**config.mk**
```make
export PLATFORM = sky130hd
export DESIGN_NAME = mpmc10_app_cmd_issue
export DESIGN_NICKNAME = d
export VERILOG_FILES = /design/src/rtl/mpmc10_app_cmd_issue.sv
export SDC_FILE = /design/constraint.sdc
export NUM_CORES = 1
export LEC_CHECK = 0
export ABC_CLOCK_PERIOD_IN_PS = 1600
export CAP_MARGIN = 20
export CORE_MARGIN = 2
export CORE_UTILIZATION = 25
export CTS_BUF_LIST = sky130_fd_sc_hd__clkbuf_16
export CTS_CLUSTER_DIAMETER = 40
export CTS_CLUSTER_SIZE = 12
export DETAILED_ROUTE_END_ITERATION = 10
export DONT_BUFFER_PORTS = 1
export GPL_TIMING_DRIVEN = 0
export SETUP_SLACK_MARGIN = 0.3
export SYNTH_ARGS = -nofsm -noshare
export SYNTH_HDL_FRONTEND = slang
export SYNTH_SLANG_ARGS = --single-unit
```
**constraint.sdc**
```tcl
create_clock -name i_clk -period 1.6 [get_ports i_clk]
set_input_delay 0.32 -clock i_clk [delete_from_list [all_inputs] [get_ports i_clk]]
set_output_delay 0.32 -clock i_clk [all_outputs]
set_load 0.02 [all_outputs]
```
**src/rtl/mpmc10_app_cmd_issue.sv**
```systemverilog
// ---------------------------------------------------------------------------
// mpmc10_app_cmd_issue
//
// Purpose:
//   Drives the DDR3 MIG application command port (app_en / app_cmd /
//   app_addr) for the multi-port memory controller. One burst request
//   (command, start address, beat count) is taken over a valid/ready
//   handshake. The block then issues one MIG command per beat and honours
//   app_rdy back-pressure. app_cmd and app_addr only change while app_en is
//   low, or on a beat the MIG has accepted.
//
// Ports:
//   i_clk        controller clock (MIG ui_clk)
//   i_rst_n      asynchronous, active-low reset
//   i_req_valid  burst request present
//   o_req_ready  block can accept a request (high only in IDLE)
//   i_req_cmd    MIG command for the whole burst
//   i_req_addr   start address of the burst
//   i_req_cnt    beats minus one (0 = single beat)
//   o_app_en     MIG command enable
//   o_app_cmd    MIG command
//   o_app_addr   MIG address
//   i_app_rdy    MIG accepts the command when app_en & app_rdy at posedge
//   o_beat       one-cycle pulse per accepted beat
//   o_done       one-cycle pulse after the final beat is accepted
//   o_busy       high in SETUP or ISSUE
// ---------------------------------------------------------------------------
module mpmc10_app_cmd_issue #(
  parameter int         AW        = 29,
  parameter int         CW        = 6,
  parameter int         ADDR_INC  = 8,
  parameter logic [2:0] CMD_WRITE = 3'b000,
  parameter logic [2:0] CMD_READ  = 3'b001
) (
  input  logic          i_clk,
  input  logic          i_rst_n,
  input  logic          i_req_valid,
  output logic          o_req_ready,
  input  logic [2:0]    i_req_cmd,
  input  logic [AW-1:0] i_req_addr,
  input  logic [CW-1:0] i_req_cnt,
  output logic          o_app_en,
  output logic [2:0]    o_app_cmd,
  output logic [AW-1:0] o_app_addr,
  input  logic          i_app_rdy,
  output logic          o_beat,
  output logic          o_done,
  output logic          o_busy
);

  typedef enum logic [1:0] {
    S_IDLE  = 2'd0,
    S_SETUP = 2'd1,
    S_ISSUE = 2'd2
  } state_t;

  // Parameter sanity: the idle encoding must not alias the read command,
  // otherwise an idle port would look like a pending read to anyone
  // snooping app_cmd. A zero increment would reissue one address forever.
  if (CMD_READ == CMD_WRITE) begin : g_bad_cmd_encoding
    $error("mpmc10_app_cmd_issue: CMD_READ and CMD_WRITE must differ");
  end
  if (ADDR_INC <= 0) begin : g_bad_addr_inc
    $error("mpmc10_app_cmd_issue: ADDR_INC must be positive");
  end

  state_t        r_state;
  logic          r_app_en;
  logic [2:0]    r_app_cmd;
  logic [AW-1:0] r_app_addr;
  logic          r_beat;
  logic          r_done;
  logic [CW-1:0] r_remaining;

  // A beat is accepted only when the MIG sees enable and ready together.
  // r_app_en is only ever high in ISSUE, so app_rdy in IDLE/SETUP is inert.
  logic w_accept;
  logic w_last;

  assign w_accept = r_app_en & i_app_rdy;
  assign w_last   = (r_remaining == '0);

  // Control FSM plus all registered outputs. The address increment wraps
  // modulo 2^AW through natural truncation of the AW-bit sum.
  // On the final beat the command returns to the write encoding so the
  // idle port always looks the same, but the address is left alone so the
  // last issued address stays visible for debug.
  always_ff @(posedge i_clk or negedge i_rst_n) begin
    if (!i_rst_n) begin
      r_state     <= S_IDLE;
      r_app_en    <= 1'b0;
      r_app_cmd   <= CMD_WRITE;
      r_app_addr  <= '0;
      r_beat      <= 1'b0;
      r_done      <= 1'b0;
      r_remaining <= '0;
    end else begin
      r_beat <= 1'b0;
      r_done <= 1'b0;
      case (r_state)
        S_IDLE: begin
          if (i_req_valid) begin
            r_app_cmd   <= i_req_cmd;
            r_app_addr  <= i_req_addr;
            r_remaining <= i_req_cnt;
            r_state     <= S_SETUP;
          end
        end
        // Enable stays low for this one cycle so the freshly latched
        // command and address are stable before the MIG ever samples them.
        S_SETUP: begin
          r_app_en <= 1'b1;
          r_state  <= S_ISSUE;
        end
        S_ISSUE: begin
          if (w_accept) begin
            r_beat <= 1'b1;
            if (w_last) begin
              r_app_en  <= 1'b0;
              r_app_cmd <= CMD_WRITE;
              r_done    <= 1'b1;
              r_state   <= S_IDLE;
            end else begin
              r_remaining <= r_remaining - 1'b1;
              r_app_addr  <= r_app_addr + AW'(ADDR_INC);
            end
          end
        end
        default: begin
          r_app_en <= 1'b0;
          r_state  <= S_IDLE;
        end
      endcase
    end
  end

  // Handshake and busy are decoded straight from the state register so a
  // request can be taken in the same cycle that done is reported.
  assign o_req_ready = (r_state == S_IDLE);
  assign o_busy      = (r_state != S_IDLE);

  assign o_app_en   = r_app_en;
  assign o_app_cmd  = r_app_cmd;
  assign o_app_addr = r_app_addr;
  assign o_beat     = r_beat;
  assign o_done     = r_done;

endmodule
```
; ---- Word-level counts from Yosys, hierarchy flattened
; Index checks and enable logic that the tools add are counted.
[totals]
ff_bits = 43
latchBits = 0
ramBits = 0
mem_bits_ro = 0
elab_cells = 49
n_memories = 0
[op_classes]
add_sub_neg = 2
n_mul = 0
div_mod_pow = 0
magnitude_cmp = 0
eq_ne = 6
n_shift = 0
n_mux = 24
n_bitwise = 2
n_reduce_logical = 8
[ops]
columns = operator, n
row1 = 2-to-1 mux 29 bit, 3
row2 = case mux 29 bit (2 select lines), 1
row3 = "adder 29 x 4 -> 29 bit, second input constant", 1
row4 = 2-to-1 mux 6 bit, 3
row5 = case mux 6 bit (2 select lines), 1
row6 = 2-to-1 mux 3 bit, 3
row7 = "inequality test 2 bit, second input constant", 4
row8 = AND reduction 4 bit, 2
row9 = 2-to-1 mux 1 bit, 7
row10 = logical NOT 6 bit, 1
row11 = 2-to-1 mux 2 bit, 3
row12 = case mux 2 bit (3 select lines), 1
row13 = case mux 3 bit (2 select lines), 1
row14 = AND reduction 3 bit, 2
row15 = "subtractor 6 x 1 -> 6 bit, second input constant", 1
row16 = nonzero test 2 bit, 2
row17 = case mux 1 bit (3 select lines), 1
row18 = "equality test 2 x 1 -> 1 bit, second input constant", 1
row19 = "equality test 2 bit, second input constant", 1
row20 = logical NOT 2 bit, 1
row21 = AND 1 bit, 1
row22 = NOT 1 bit, 1

; ---- Depth between registers and ports, before layout
[logic_depth]
word_depth = 4
ltp_mapped = 8
ltp_nobuf = 6

; ---- Least setup slack after synthesis
; No wires, ideal clock.
[synth_timing]
kind = flip-flop to flip-flop
start = register r_app_addr[3], in the netlist o_app_addr[3]
end = register r_app_addr[23], in the netlist o_app_addr[23]
arrival_time_ns = 1.678
path_slack_ns = -0.217
stages_incl_launch_ff = 7
path_buffers = 0
path_cell_list = dfrtp_1 -> ha_1 -> nand4_1 -> nor2_1 -> nor4b_2 -> and4_1 -> a211oi_1
[synth_between]
elab_chain_len = 4
[synth_lines]
columns = element, line
row1 = "start, declared", 70  ; logic [AW-1:0] r_app_addr;
row2 = "start signal, assigned", 104  ; r_app_addr <= i_req_addr;
row3 = "start signal, assigned", 125  ; r_app_addr <= r_app_addr + AW'(ADDR_INC);
row4 = adder 29 x 4 -> 29 bit, 125
row5 = 2-to-1 mux 29 bit, 118  ; if (w_last) begin
row6 = 2-to-1 mux 29 bit, 116  ; if (w_accept) begin
row7 = case mux 29 bit (2 select lines), 100  ; case (r_state)
; Every way passes these cells. The select of a mux whose other input is x is not followed.
; A chain may end at the register's enable or synchronous reset.

; ---- Worst setup path in the final report
[layout_timing]
start = register r_app_addr[14], in the netlist o_app_addr[14]
end = register r_app_addr[27], in the netlist o_app_addr[27]
; Same word-level chain as after synthesis.

==> summary.md <==
| Metric | Value |
|---|---|
| Cell Pwr Density | `2310 nW/um^2` |
| WP data required | `1.79 ns` |
| Die Width | `103 um` |
| Hold/Removal Path Class | `input pin to asynchronous set/reset pin` |
| Aggregate global routing overflow | `0` |
| # rows | `36` |
| CTS clk-pin slew, worst paths | `0.06 ns` |
| Initial Util | `25.5%` |
| Crit path max-delay family | `simple AND/OR/NAND/NOR gates` |
| Final Hold Violating Endpoints | `43` |
| VDD IR max | `0.000986 V` |
| Via-to-Cell Ratio | `5.57` |
| Routed WL per cell | `20.7 um` |
| Tot GR Track Use | `18.7%` |
| Yosys cell types | `49` |
| Die Y | `103 um` |
| Syn_area_per_cell | `8.75 um^2` |
| Post-layout util | `38.7%` |
| Status | `finished with violations` |
| Arrival time at the worst endpoint | `1.97 ns` |
| Largest area contributor in the netlist | `dfrtp_1` |
| Register area share after synthesis | `43.8%` |
| Initial antenna violation count | `0` |
| FFs w/ async S/R, synth | `100%` |
| Hpwl dp | `6.18 mm` |
| Mapped Cells | `281` |
| Tcrit/Tclk final | `112%` |
| Most common cell in the netlist | `dfrtp_1` |
| CTS sink cnt | `43` |
| Cell Chain, Critical Path | `and4_4 -> nand4_1 -> nor4_2 -> nor3_1 -> a311oi_1` |
| DIE AREA | `10,600 um^2` |
| Total Nets Final | `382` |
| TritonCTS clock tree | `yes` |
| Register bit total from synthesis | `43` |
| Vias in the first global route | `2,699` |
| GPL Wtd Cong | `0.867` |
| Yosys synthesis warning count | `0` |
| Failing checks | `negative hold slack, negative setup slack` |
| H-tree Lvls | `2` |
| Antenna cells | `0` |
| TNS Setup | `-2.64 ns` |
| Critical Path Fanout Max | `8` |
| Fin crit period | `1.78 ns` |
| Lkg Pwr | `1.45 nW` |
| CP endpoint kind | `flip-flop` |
| Crit path largest cell delay | `0.49 ns` |
| RSZ-0062 raised after global routing | `yes` |
| Slew Viols, Final | `0` |
| Clk_lat worst skew | `0.29 ns` |
| Core area | `9640 um^2` |
| Post-Layout Cell Count | `471` |
| Worst setup path class | `flip-flop to flip-flop` |
| Worst hold slack | `-0.279 ns` |
| First drt pass iteration count | `4` |
| DRC | `0` |
| Layout cell share with drive strength beyond 1 | `45.9%` |
| Mapped Nets | `326` |
| ANT nets after route | `0` |
| Placed instance count | `414` |
| Final setup violation count | `31` |
| Largest net degree at the start of global routing | `44` |
| Final worst slack | `-0.184 ns` |
| Main flop type after synthesis | `dfrtp_1` |
| FMAX | `561 MHz` |
| Via count | `2,622` |
| Post-synth top area share | `43.8%` |
| IO Port Bufs | `0` |
| CP bufs+invs | `0` |
| First-pass GRT wire length | `15.1 mm` |
| Root Driver | `clkbuf_16` |
| Total CTS buffers | `5` |
| I/O pins | `79` |
| Maxcap violations | `0` |
| Final wirelength | `9.76 mm` |
| Slowest stage cell, crit path | `dfrtp_2` |
| DR iter-0 viols | `204` |
| Area Overhead vs Synth | `51.9%` |
| Post-Syn Area | `2460 um^2` |
| Largest cells by area after synthesis | `dfrtp_1, nand2_1, a21oi_1` |
| Slew headroom | `68.1%` |
| CTS Buffer Depth | `2` |
| Post-synth EDFFs | `0` |
| Clk_skew | `0.00222 ns` |
| Post-synth top cells | `dfrtp_1, nand2_1` |
| Critical Path Source Type | `flip-flop` |
| Worst-Margin Slew | `0.478 ns` |
flip-flops by register name (all words and copies together), names as in the netlist:
register	flops
o_app_cmd	3
o_app_en	1
r_remaining	6
o_beat	1
o_app_addr	29
r_state	2
o_done	1
through the flow:
stage	instance area, um^2	setup slack [ns]	total power [mW]
2_1_floorplan	2600	-0.0258	4.87
3_5_place_dp	2770	-0.313	5.75
4_1_cts	3510	-0.161	8.11
5_1_grt	3730	-0.268	9.14
6_report	3730	-0.184	8.64
3_3_place_gp	2770	-0.321	5.64
cell usage in the layout, fill, tap and decap left out, types with 4 or more instances in the layout:
cell type  instances
nand3_1           17
nand4_1            4
dfrtp_2           18
a22oi_1            4
a21oi_2            5
nor3_1             8
a22o_1             4
nand2_1           23
nor3_2             4
nor4_2             4
o21ai_1            9
inv_1              5
a21oi_1           15
buf_6             28
dfrtp_1           25
clkbuf_16          6
a31oi_1            6
nor2_2             4
o22ai_1            9
buf_4             27
nand2_2            5
o21ai_0            7
a311oi_1           4
nor2_1            14
final cells by class:
class,instances,area (um^2)
clock inverters,3,38.8
well taps,133,166
repair buffers,49,483
multi-input cells,214,1610
fillers,981,5910
plain buffers,15,178
inverters,9,38.8
clock buffers,5,125
flip-flops and latches,43,1100
cells by family after synthesis:
| logic type | share of synthesized area [%] |
|---|---|
| buf+inv | 4.48 |
| simple gates | 25.2 |
| compound gates | 25.0 |
| fa+ha+maj | 1.53 |
| flops | 43.8 |
metal layers:
layer  track usage (%)  share of wire [%]  vias up
li1                  -                  -     1184
met1              24.4                 43     1319
met2              30.0                 47      100
met3              5.98                8.2       19
met4              5.26                2.0        0
met5                 0                  0        -
report_power, final:
group	leakage [nW]	internal, mW	switching [mW]
clock network	0.0812	0.729	0.455
registers	0.494	1.65	1.35
logic	0.877	2.18	2.28
repair_timing:
action / 4_1_cts / 5_1_grt
resized for setup: 82 / 39
endpoints found under the setup margin: 42 / 42
pin swaps: 28 / 23
gates cloned: 3 / 0
setup buffers: 34 / 12
endpoints found under the hold margin: 43 / 43
path summary, 6_finish.rpt:
check	slack, ns	cells after the start	to	start
max in group asynchronous	1.78	0	o_app_addr[11]	i_rst_n
setup reg to reg	-0.18	5	o_app_addr[27]	o_app_addr[14]
setup / recovery	-0.18	5	o_app_addr[27]	o_app_addr[14]
min in group i_clk	0.13	2	o_app_addr[0]	i_req_addr[0]
hold / removal	-0.28	0	o_app_addr[5]	i_rst_n
hold reg to reg	0.57	2	r_remaining[5]	r_remaining[5]
Power figures use the tool's default switching activity.
